--- config.mk ---
export PLATFORM = sky130hd
export DESIGN_NAME = memory_arbiter
export DESIGN_NICKNAME = d
export VERILOG_FILES = /design/src/rtl/mem_pkg.sv /design/src/rtl/memory_arbiter.sv
export SDC_FILE = /design/constraint.sdc
export NUM_CORES = 1
export LEC_CHECK = 0
export BUFFER_PORTS_ARGS = -buffer_cell sky130_fd_sc_hd__buf_2
export CAP_MARGIN = 25
export CORE_MARGIN = 4
export CORE_UTILIZATION = 30
export CTS_CLUSTER_DIAMETER = 60
export DETAILED_ROUTE_END_ITERATION = 8
export GPL_TIMING_DRIVEN = 1
export PLACE_DENSITY = 0.65
export SYNTH_ARGS = -nofsm -noshare
export SYNTH_HDL_FRONTEND = slang
export SYNTH_SLANG_ARGS = --single-unit
--- constraint.sdc ---
create_clock -name clk -period 3 [get_ports clk]
set_input_delay 0.6 -clock clk [delete_from_list [all_inputs] [get_ports clk]]
set_output_delay 0.6 -clock clk [all_outputs]
set_load 0.05 [all_outputs]
--- src/rtl/mem_pkg.sv ---
// Shared types and default widths for the memory arbiter and its RAM model.
package mem_pkg;

    localparam int DEF_ADDR_W = 32;
    localparam int DEF_DATA_W = 32;

    // Arbiter FSM states.
    typedef enum logic [1:0] {
        IDLE = 2'd0,
        IACC = 2'd1,
        DACC = 2'd2,
        RESP = 2'd3
    } arb_state_t;

    // Which requester owns the access in flight.
    typedef enum logic {
        INSTR = 1'b0,
        DATA  = 1'b1
    } src_t;

endpackage

--- src/rtl/memory_arbiter.sv ---
// Arbitrates instruction-fetch and data requests onto one shared RAM port.
// One access is in flight at a time. Data wins over instruction when both
// are requested in the same IDLE cycle.
//
// RAM handshake: ram_req is held high with ram_addr/ram_wen/ram_wdata stable
// (driven only from latched registers) until a one-cycle ram_ack. ram_rdata
// is sampled in the ack cycle. ram_ack seen outside IACC/DACC is ignored.
// Every output is decoded from state plus registers; no input reaches an
// output combinationally.
module memory_arbiter
    import mem_pkg::*;
#(
    parameter int ADDR_W = DEF_ADDR_W,
    parameter int DATA_W = DEF_DATA_W
) (
    input  logic              clk,
    input  logic              n_rst,
    input  logic              iren,
    input  logic              dren,
    input  logic              wren,
    input  logic [ADDR_W-1:0] iaddr,
    input  logic [ADDR_W-1:0] daddr,
    input  logic [DATA_W-1:0] dstore,
    output logic              ihit,
    output logic              dhit,
    output logic [DATA_W-1:0] iload,
    output logic [DATA_W-1:0] dload,
    output logic              ram_req,
    output logic              ram_wen,
    output logic [ADDR_W-1:0] ram_addr,
    output logic [DATA_W-1:0] ram_wdata,
    input  logic [DATA_W-1:0] ram_rdata,
    input  logic              ram_ack,
    output arb_state_t        dbg_state
);

    arb_state_t        state;
    arb_state_t        next_state;
    src_t              src_q;
    logic              kill_q;
    logic              wen_q;
    logic [ADDR_W-1:0] addr_q;
    logic [DATA_W-1:0] wdata_q;
    logic [DATA_W-1:0] load_q;
    logic              data_en;

    assign data_en = dren | wren;

    // State register.
    always_ff @(posedge clk or negedge n_rst) begin
        if (!n_rst) begin
            state <= IDLE;
        end else begin
            state <= next_state;
        end
    end

    // Next-state decode and state-derived outputs.
    always_comb begin
        next_state = state;
        ram_req    = 1'b0;
        ihit       = 1'b0;
        dhit       = 1'b0;
        case (state)
            IDLE: begin
                if (data_en) begin
                    next_state = DACC;
                end else if (iren) begin
                    next_state = IACC;
                end
            end
            IACC, DACC: begin
                ram_req = 1'b1;
                if (ram_ack) begin
                    next_state = RESP;
                end
            end
            RESP: begin
                // The next grant waits for IDLE so a request still held in the
                // hit cycle cannot launch a duplicate access.
                ihit       = (src_q == INSTR) && !kill_q;
                dhit       = (src_q == DATA) && !kill_q;
                next_state = IDLE;
            end
            default: next_state = IDLE;
        endcase
    end

    // Access registers: latched on grant, load captured on ack, kill tracks
    // an originating enable that drops while the access is pending.
    always_ff @(posedge clk or negedge n_rst) begin
        if (!n_rst) begin
            src_q   <= INSTR;
            kill_q  <= 1'b0;
            wen_q   <= 1'b0;
            addr_q  <= '0;
            wdata_q <= '0;
            load_q  <= '0;
        end else begin
            case (state)
                IDLE: begin
                    kill_q <= 1'b0;
                    if (data_en) begin
                        addr_q  <= daddr;
                        wen_q   <= wren;
                        wdata_q <= dstore;
                        src_q   <= DATA;
                    end else if (iren) begin
                        addr_q <= iaddr;
                        wen_q  <= 1'b0;
                        src_q  <= INSTR;
                    end
                end
                IACC: begin
                    if (!iren) begin
                        kill_q <= 1'b1;
                    end
                    if (ram_ack) begin
                        load_q <= ram_rdata;
                    end
                end
                DACC: begin
                    if (!data_en) begin
                        kill_q <= 1'b1;
                    end
                    if (ram_ack) begin
                        load_q <= ram_rdata;
                    end
                end
                default: ;
            endcase
        end
    end

    assign ram_wen   = ram_req & wen_q;
    assign ram_addr  = addr_q;
    assign ram_wdata = wdata_q;
    assign iload     = load_q;
    assign dload     = load_q;
    assign dbg_state = state;

endmodule
Word-level counts from Yosys, hierarchy flattened
Index checks and enable logic that the tools add are counted.

storage, ports and cells
  register bits = 101
  bits in latches = 0
  memory bits (writable) = 0
  memory bits (read-only) = 0
  input bits = 134
  output and inout port bits = 134
  memories = 0

cells by class
  add/subtract/negate cells = 0
  multiply operators = 0
  divide/modulo/power cells = 0
  magnitude comparators = 0
  eq/ne operators = 7
  shift operators = 0
  multiplexer cells = 15
  bitwise gates (word level) = 3
  reductions and logical operators = 12

operator list
  kind                                                             count
  32-bit 2-to-1 mux                                                2
  1-bit 2-to-1 mux                                                 8
  2-bit AND reduction                                              4
  2-bit 2-to-1 mux                                                 3
  2-bit case mux with 3 select lines                               1
  2-bit == test, second input constant                             2
  2-bit != test, second input constant                             2
  3-bit != test, second input constant                             1
  1-bit case mux with 3 select lines                               1
  3-bit AND reduction                                              1
  3-bit nonzero test                                               1
  2-bit by 1-bit == test with 1-bit output, second input constant  1
  1-bit logical AND                                                2
  2-bit zero test                                                  1
  2-bit by 1-bit != test with 1-bit output, second input constant  1
  2-bit nonzero test                                               1
  2-bit OR reduction                                               1
  1-bit AND                                                        1
  1-bit zero test                                                  1
  1-bit inverter                                                   1
  1-bit OR                                                         1

Longest topological paths before layout
Gate-level depths: netlist (run 1).

  word-level depth = 4
  depth in mapped cells = 7
  mapped depth without buffers = 5

Worst setup path before layout (run 1)
OpenSTA, ideal clock, no wires.

  path kind = reg-to-output
  start point = register state[1], in the netlist dbg_state[1]
  end point = output port ihit
  data arrival time = 2081 ps
  required time = 2400 ps
  slack = 319 ps
  cell stages (with the launch flop) = 3
  cells stage by stage = dfrtp_1 -> ha_1 -> nor3b_1

on the way
  longest elaborated chain between the ends = 2

ends and longest elaborated chain
  what                      line                  text
  start: declaration        memory_arbiter.sv:37  arb_state_t state;
  start signal: assignment  memory_arbiter.sv:54  state <= next_state;
  2-bit == test             memory_arbiter.sv:64  case (state)
  1-bit 2-to-1 mux          memory_arbiter.sv:64
  end: declaration          memory_arbiter.sv:24  output logic ihit,

Every way passes these cells.

Worst setup path in the final report (run 1)
  start point = register state[1], in the netlist dbg_state[1]
  end point = output port ram_wen

on the way
  longest elaborated chain between the ends = 4
  elaborated cells between the ends (all ways) = 5

ends and longest elaborated chain
  what                                                                              line                   text
  2-bit by 1-bit == test with 1-bit output / 2-bit == test (equally long branches)  memory_arbiter.sv:64
  2-bit OR reduction (no line) *                                                    --
  1-bit 2-to-1 mux *                                                                memory_arbiter.sv:64
  1-bit AND *                                                                       memory_arbiter.sv:135  assign ram_wen = ram_req & wen_q;
  end: declaration                                                                  memory_arbiter.sv:29   output logic ram_wen,

Every way passes the cells marked *; elsewhere a longest branch is shown, timed or not.

==> results of run 1 <==
Yosys cell counts:
library cell,n
o31ai_4,1
o21ai_1,32
and2_1,1
a22o_2,1
mux2_4,30
and3b_1,1
nor2_4,1
clkbuf_1,2
mux2i_1,34
dfrtp_1,101
inv_1,4
o21ai_0,1
nor2_1,1
ha_1,6
buf_2,3
a21oi_1,2
nor3b_1,1
buf_4,36
a32oi_4,1
o21ai_4,1
nand2_1,36
buf_8,3
buf_6,5
mux2_2,36
kinds of logic after synthesis:
family / after synthesis / synth area share
and+or+nand+nor: 41 / 0.03729
DFF: 101 / 0.5458
AOI/OAI and AO/OA: 39 / 0.05404
buffers and inverters: 53 / 0.08835
adders and majority gates: 6 / 0.01621
muxes: 100 / 0.2583
stage by stage:
step,worst slack (ns),hold slack [ns]
after global placement,1.030,0.4652
after detailed placement,0.9531,0.4730
after CTS,0.5672,0.2864
final,0.5944,0.2597
after floorplan,0.3193,0.3044
after global routing,0.5011,0.3101
worst register-to-register path: stages, from the launching register on:
cell and delay, ns:
dfrtp_1 0.46, inv_1 0.12, ha_1 0.32, o21ai_4 0.09, buf_4 0.48, mux2_2 0.43
state kept, by name, summed over array words and instances, names as in the netlist:
name and count:
dbg_state 2, dload 32, kill_q 1, ram_addr 32, ram_wdata 32, src_q 1, wen_q 1
cell type report:
class	count	share of cell area
Tap cell	188	0.03829
Timing Repair Buffer	272	0.2261
Sequential cell	101	0.4114
Inverter	4	0.002444
Clock inverter	6	0.007128
Clock buffer	10	0.03890
Multi-Input combinational cell	186	0.2758
worst paths after layout:
check                             startpoint       endpoint  slack (ns)
worst max-delay path            dbg_state[1]        ram_wen        0.59
worst min-delay path                   n_rst       dload[7]        0.26
worst max register to register  dbg_state[1]   ram_wdata[0]        0.99
worst min register to register   ram_addr[2]    ram_addr[2]        0.49
max in group asynchronous              n_rst   ram_addr[27]        1.98
min in group clk                  dstore[15]  ram_wdata[15]        0.49
metal layers:
layer / global-route usage / routed length (microns) / vias to the layer above
li1: - / - / 1601
met1: 0.1397 / 4327 / 1575
met2: 0.2147 / 5546 / 169
met3: 0.04618 / 1074 / 18
met4: 0.04561 / 253 / 0
met5: 0 / 0 / -
==> results.toml, run 1 <==
[grt]
grt_max_degree = 66
grt_overflow_total = 0
grtUsageTotal = 0.1239
grt_pass1_wl_microns = 17810
antenna_found_initial = 0
grt_pass1_vias = 3560

[clocking]
clock_sinks = 101
ctsResizeCount = 0
cts_buffer_depth = 2
numCtsBuffers = 9
clk_pin_slew_ns = 0.07
cts_max_level = 3
cts_hold_buffers = 0
clock_latency_ns = 0.34
tritoncts = "built"
post_cts_buffers = 0
root_buffer = "clkbuf_16"

[die]
die_w_microns = 132.2
boundaryPins = 268
die-area_sq_um = 17490
placementRows = 45
die_h_microns = 132.2
core-area_sq_um = 15150
initial_core_util = 0.3057

[synthesis]
yosys.area.top_type = "dfrtp_1"
ys_seq_elements = 101
yosysWarnings = 0
netlist.area_leader.share = 0.5458
synth_fp_nets = 480
synth.top_cells.by_area = "dfrtp_1 55%, mux2_4 9.7%, mux2_2 8.8%, mux2i_1 7.3%, buf_4 5.8%"
mappedNetlistArea_sq_um = 4631
synth.distinct_cells = 24
synth_seq_area_share = 0.5458
avgSynthCellArea_sq_um = 13.62
synth_cells = 340

[setup_path]
critPathRequiredTime_ns = 2.40
reg2reg_depth = 5
crit_path_end_kind = "output port"
cpLargestDelayFamily = "flip-flops"
critPathSlowestCell = "dfrtp_1"
path_max_fanout = 7
worstPathCellList = "inv_1 -> ha_1 -> and2_1 -> buf_2"
critical_path.startpoint_type = "register"
cp_slowest_stage_delay_ns = 0.46
cp.depth = 4
crit_type = "reg -> out"
worst-endpoint-arrival_ns = 1.81
critPathBufInv = 2

[layout]
mostFrequentLayoutCells = "266 x buf_2, 101 x dfrtp_1, 36 x nand2_1, 36 x mux2_2, 34 x mux2i_1"
layout_commonest_cell = "buf_2"
stdcell_count = 767
fillers = 1465
syn2layout_area_growth_pct = 32.67
seqCellArea_sq_um = 2527
drive_above_1_share = 0.6200
finalInstanceArea_sq_um = 6143
fin_util = 0.4056
nNetsFinal = 714
multi_input_area_sq_um = 1694
n_antenna_cell = 0

[drt]
post_drt_wl_per_cell_microns = 14.60
via_per_inst = 4.385
drt_iter0_drc = 70
vias = 3363
drc = 0
ant_nets = 0
drt_wl_total_microns = 11200
firstDrtPassIters = 4

[timing]
fin_crit_ns = 2.406
setup_viol = 0
fin_crit_sh = 0.8019
max_freq_ghz = 0.4157
tightest_slew_ns = 0.6377
hold_violations = 0
tns_ns = 0
rsz0062_at_grt = "false"
fin_worst_skew_ns = 0.006573
max_slew_margin = 0.5749
slew_viol_final = 0

[place]
dp_cells = 751
portBuffers = 267
dpl-instance-area_sq_um = 5861
place_congestion = 0.7610
dp_hpwl_microns = 8768

[job]
drv_cap = 0

[run_status]
status = "complete, no violations"

[min_path]
hp-class = "in -> async"
Power of run 1 is left out: the tool's default activity adds up to more than one toggle a clock period on the data nets, which glitch-free logic cannot reach.
==> run 2: changes to the inputs <==
--- a/config.mk
+++ b/config.mk
@@ -12,7 +12,7 @@
 export CTS_CLUSTER_DIAMETER = 60
 export DETAILED_ROUTE_END_ITERATION = 8
 export GPL_TIMING_DRIVEN = 1
-export PLACE_DENSITY = 0.65
+export PLACE_DENSITY = 0.68
 export SYNTH_ARGS = -nofsm -noshare
 export SYNTH_HDL_FRONTEND = slang
 export SYNTH_SLANG_ARGS = --single-unit
==> constraint.sdc (replaced) <==
create_clock -name clk -period 2.2 [get_ports clk]
set_input_delay 0.44 -clock clk [delete_from_list [all_inputs] [get_ports clk]]
set_output_delay 0.44 -clock clk [all_outputs]
set_load 0.05 [all_outputs]
==> run 2 against run 1 <==
  * Non-clock buffer count increased by 1
  * Die area is the same
  * Hold slack worse by 0.13 ns
  * Clock skew shrank 0.0027 ns
  * Cell area up 1.5%
  * Critical path depth did not move
  * Critical path type unchanged
==> results.toml, run 2 (synthesis results as in run 1) <==
[run_status]
status = "complete, no violations"

[clocking]
cts_max_level = 3
cts_hold_buffers = 0
post_cts_buffers = 0
numCtsBuffers = 9
cts_buffer_depth = 2
clk_pin_slew_ns = 0.07
ctsResizeCount = 1
clock_sinks = 101
tritoncts = "built"
root_buffer = "clkbuf_16"
clock_latency_ns = 0.35

[timing]
max_slew_margin = 0.5558
rsz0062_at_grt = "false"
fin_ws_ns = 0.09772
setup_viol = 0
fin_worst_skew_ns = 0.003917
hold_violations = 0
fin_crit_sh = 0.9556
max_freq_ghz = 0.4757
slew_viol_final = 0
tns_ns = 0
tightest_slew_ns = 0.6638
fin_crit_ns = 2.102

[die]
die-area_sq_um = 17490
initial_core_util = 0.3057
die_h_microns = 132.2
die_w_microns = 132.2
placementRows = 45
core-area_sq_um = 15150
boundaryPins = 268

[setup_path]
crit_type = "reg -> out"
cp_slowest_stage_delay_ns = 0.44
critPathBufInv = 2
critPathSlowestCell = "dfrtp_2"
critical_path.startpoint_type = "register"
crit_path_end_kind = "output port"
worst-endpoint-arrival_ns = 1.66
worstPathCellList = "inv_1 -> ha_2 -> and2_2 -> buf_4"
path_max_fanout = 7
cp.depth = 4
reg2reg_depth = 5
critPathRequiredTime_ns = 1.76
cpLargestDelayFamily = "flip-flops"

[drt]
firstDrtPassIters = 4
ant_nets = 0
post_drt_wl_per_cell_microns = 15.35
via_per_inst = 4.380
drt_iter0_drc = 115
drt_wl_total_microns = 11790
drc = 0
vias = 3364

[place]
pre_cts_ws_ns = 0.2510
portBuffers = 267
dp_hpwl_microns = 9038
place_congestion = 0.7441

[layout]
layout_commonest_cell = "buf_2"
fillers = 1444
n_antenna_cell = 0
nNetsFinal = 715
mostFrequentLayoutCells = "265 x buf_2, 99 x dfrtp_1, 36 x nand2_1, 36 x mux2_2, 34 x mux2i_1"
drive_above_1_share = 0.6293
syn2layout_area_growth_pct = 34.69

[grt]
grt_pass1_wl_microns = 18150
grtUsageTotal = 0.1310
grt_overflow_total = 0
antenna_found_initial = 1
grt_pass1_vias = 3535
grt_max_degree = 102

[job]
drv_cap = 0

[min_path]
hp-class = "in -> async"
-- run 2: cell count changes in the layout (fill, tap and decap cells not counted), sizes merged --
cell | before | now
clkbuf | 10 | 9
bufinv | 0 | 1
inv | 6 | 8
clkinv | 3 | 1
buf | 272 | 273
-- run 2: layer usage --
metal  GRT usage  part of all wire  vias to the layer above
li1            -                 -                     1603
met1      0.1416              0.39                     1582
met2      0.2377              0.51                      169
met3     0.05534             0.091                        8
met4     0.03118            0.0092                        2
met5           0            0.0011                        -
-- run 2: final cells by class --
class | count | area (sq um) | share of cell area
Multi-Input combinational cell | 186 | 1703 | 0.2730
Clock inverter | 7 | 80.08 | 0.01284
Sequential cell | 101 | 2530 | 0.4056
Inverter | 4 | 15.01 | 0.002407
Tap cell | 188 | 235.2 | 0.03771
Timing Repair Buffer | 273 | 1449 | 0.2323
Clock buffer | 9 | 225.2 | 0.03611
-- run 2: worst paths after layout --
path | from | end | slack (ns)
max | dbg_state[0] | ram_wen | 0.1
min | n_rst | ram_wdata[9] | 0.13
max reg2reg | dbg_state[0] | ram_wdata[0] | 0.40
min reg2reg | ram_addr[7] | ram_addr[7] | 0.49
max in group asynchronous | n_rst | dbg_state[1] | 1.61
min in group clk | dstore[10] | ram_wdata[10] | 0.32
-- run 2: stage by stage --
step	std cells	hold slack (ns)	util	cell area (sq um)
2_1_floorplan	340	0.1444	-	4642
3_3_place_gp	752	0.4679	0.3915	5929
3_5_place_dp	752	0.4743	0.3915	5929
4_1_cts	768	0.1592	0.4118	6237
5_1_grt	768	0.1700	0.4118	6237
6_report	768	0.1305	0.4118	6237
Power of run 2 is left out for the same reason.
==> run 3: changes to the inputs <==
--- a/config.mk
+++ b/config.mk
@@ -7,12 +7,14 @@
 export LEC_CHECK = 0
 export BUFFER_PORTS_ARGS = -buffer_cell sky130_fd_sc_hd__buf_2
 export CAP_MARGIN = 25
+export CELL_PAD_IN_SITES_DETAIL_PLACEMENT = 1
+export CELL_PAD_IN_SITES_GLOBAL_PLACEMENT = 2
 export CORE_MARGIN = 4
-export CORE_UTILIZATION = 30
+export CORE_UTILIZATION = 24
 export CTS_CLUSTER_DIAMETER = 60
 export DETAILED_ROUTE_END_ITERATION = 8
 export GPL_TIMING_DRIVEN = 1
-export PLACE_DENSITY = 0.68
+export PLACE_DENSITY = 0.84
 export SYNTH_ARGS = -nofsm -noshare
 export SYNTH_HDL_FRONTEND = slang
 export SYNTH_SLANG_ARGS = --single-unit
==> run 3 against run 2 <==
  * Worst setup slack improved by 0.063 ns
  * Hold slack improved by 0.019 ns
  * Cell count is 9.2% higher
  * Via count rose by 2.6%
  * First-iteration DRC count is 46% lower
  * Wire length is 11% higher
  * Die area grew 23%
  * Flip-flop and latch count stayed put
==> results.toml, run 3 (synthesis results as in run 1) <==
[clocking]
cts_buffer_depth = 2
clock_sinks = 101
root_buffer = "clkbuf_16"
cts_hold_buffers = 0
clk_pin_slew_ns = 0.08
tritoncts = "built"
ctsResizeCount = 0
numCtsBuffers = 9
clock_latency_ns = 0.35
post_cts_buffers = 0
cts_max_level = 3

[drt]
wl_met1_microns = 5045
drt_wl_total_microns = 13030
drt_iter0_drc = 62
wl_met2_microns = 6565
post_drt_wl_per_cell_microns = 15.53
firstDrtPassIters = 4
wl_met3_microns = 1201
top_layer_used = "met5"
vias = 3450
via_per_inst = 4.112
drc = 0
ant_nets = 0

[timing]
tns_ns = 0
fin_crit_ns = 2.039
fin_crit_sh = 0.9270
tightest_slew_ns = 0.5847
rsz0062_at_grt = "false"
hold_violations = 0
setup_viol = 0
max_slew_margin = 0.6087
max_freq_ghz = 0.4904
slew_viol_final = 0
fin_worst_skew_ns = 0.009725

[setup_path]
critPathSlowestCell = "dfrtp_2"
path_max_fanout = 7
crit_type = "reg -> out"
critPathRequiredTime_ns = 1.76
rr_startpoint = "dbg_state[1]"
r2r_end = "ram_wdata[0]"
crit_path_end_kind = "output port"
cp_slowest_stage_delay_ns = 0.44
critical_path.startpoint_type = "register"
worstPathCellList = "inv_1 -> ha_4 -> and2_2 -> clkbuf_4"
worst-endpoint-arrival_ns = 1.60
reg2reg_depth = 5
r2r_slack_ns = 0.49

[die]
initial_core_util = 0.2459
placementRows = 50
boundaryPins = 268
die_w_microns = 146.9
die-area_sq_um = 21580
core-area_sq_um = 18830
die_h_microns = 146.9

[job]
drv_cap = 0

[grt]
grt_pass1_wl_microns = 20550
antenna_found_initial = 1
grtUsageTotal = 0.1187
grt_pass1_vias = 3803
grt_max_degree = 102
grt_overflow_total = 0

[layout]
layout_commonest_cell = "buf_2"
drive_above_1_share = 0.6287
fillers = 2149
mostFrequentLayoutCells = "265 x buf_2, 99 x dfrtp_1, 36 x nand2_1, 36 x mux2_2, 34 x mux2i_1"
multi_input_area_sq_um = 1713
nNetsFinal = 714
seqCellArea_sq_um = 2530
n_antenna_cell = 0
syn2layout_area_growth_pct = 36.67

[place]
place_congestion = 0.7683
portBuffers = 267
dp_hpwl_microns = 10160

[min_path]
hp-class = "in -> async"

[run_status]
status = "complete, no violations"
==> run 3: metrics by stage <==
stage / cell area, sq um / hold WS [ns] / std cells / worst slack, ns / util
floorplan: 4642 / 0.1444 / 340 / 0.1532 / -
global placement: 6012 / 0.4652 / 823 / 0.3579 / 0.3193
detailed placement: 6012 / 0.4705 / 823 / 0.3156 / 0.3193
CTS: 6316 / 0.1598 / 839 / 0.006596 / 0.3354
global route: 6329 / 0.1801 / 839 / 0.07145 / 0.3361
finish: 6329 / 0.1495 / 839 / 0.1607 / 0.3361
==> run 3: cell type report <==
type / instances / share of cell area
Clock inverter: 7 / 0.01246
Timing Repair Buffer: 272 / 0.2278
Tap cell: 260 / 0.05140
Clock buffer: 9 / 0.03559
Sequential cell: 101 / 0.3998
Inverter: 4 / 0.002372
Multi-Input combinational cell: 186 / 0.2707
==> run 3: critical path: cells and delay by family, from the launching register on <==
family                   cells  cell delay, ns
flip-flops                   1            0.44
buffers and inverters        2            0.38
AND/OR/NAND/NOR              1            0.18
adder cells (fa/ha/maj)      1            0.26
==> run 3: worst max path at each step <==
stage                  from            to  slack, ns
5_1_grt        dbg_state[0]       ram_wen       0.07
3_5_place_dp           wren  ram_wdata[0]       0.32
6_report       dbg_state[0]       ram_wen       0.16
2_1_floorplan  dbg_state[0]       ram_wen       0.15
3_3_place_gp           wren  ram_wdata[0]       0.36
4_1_cts        dbg_state[1]       ram_wen      0.007
==> run 3: routing by layer <==
layer / vias to the layer above / global-route usage
met2: 180 / 0.2104
met1: 1650 / 0.1320
met4: 2 / 0.04240
met5: - / 0
li1: 1603 / -
met3: 15 / 0.04133
Power of run 3 is left out for the same reason.
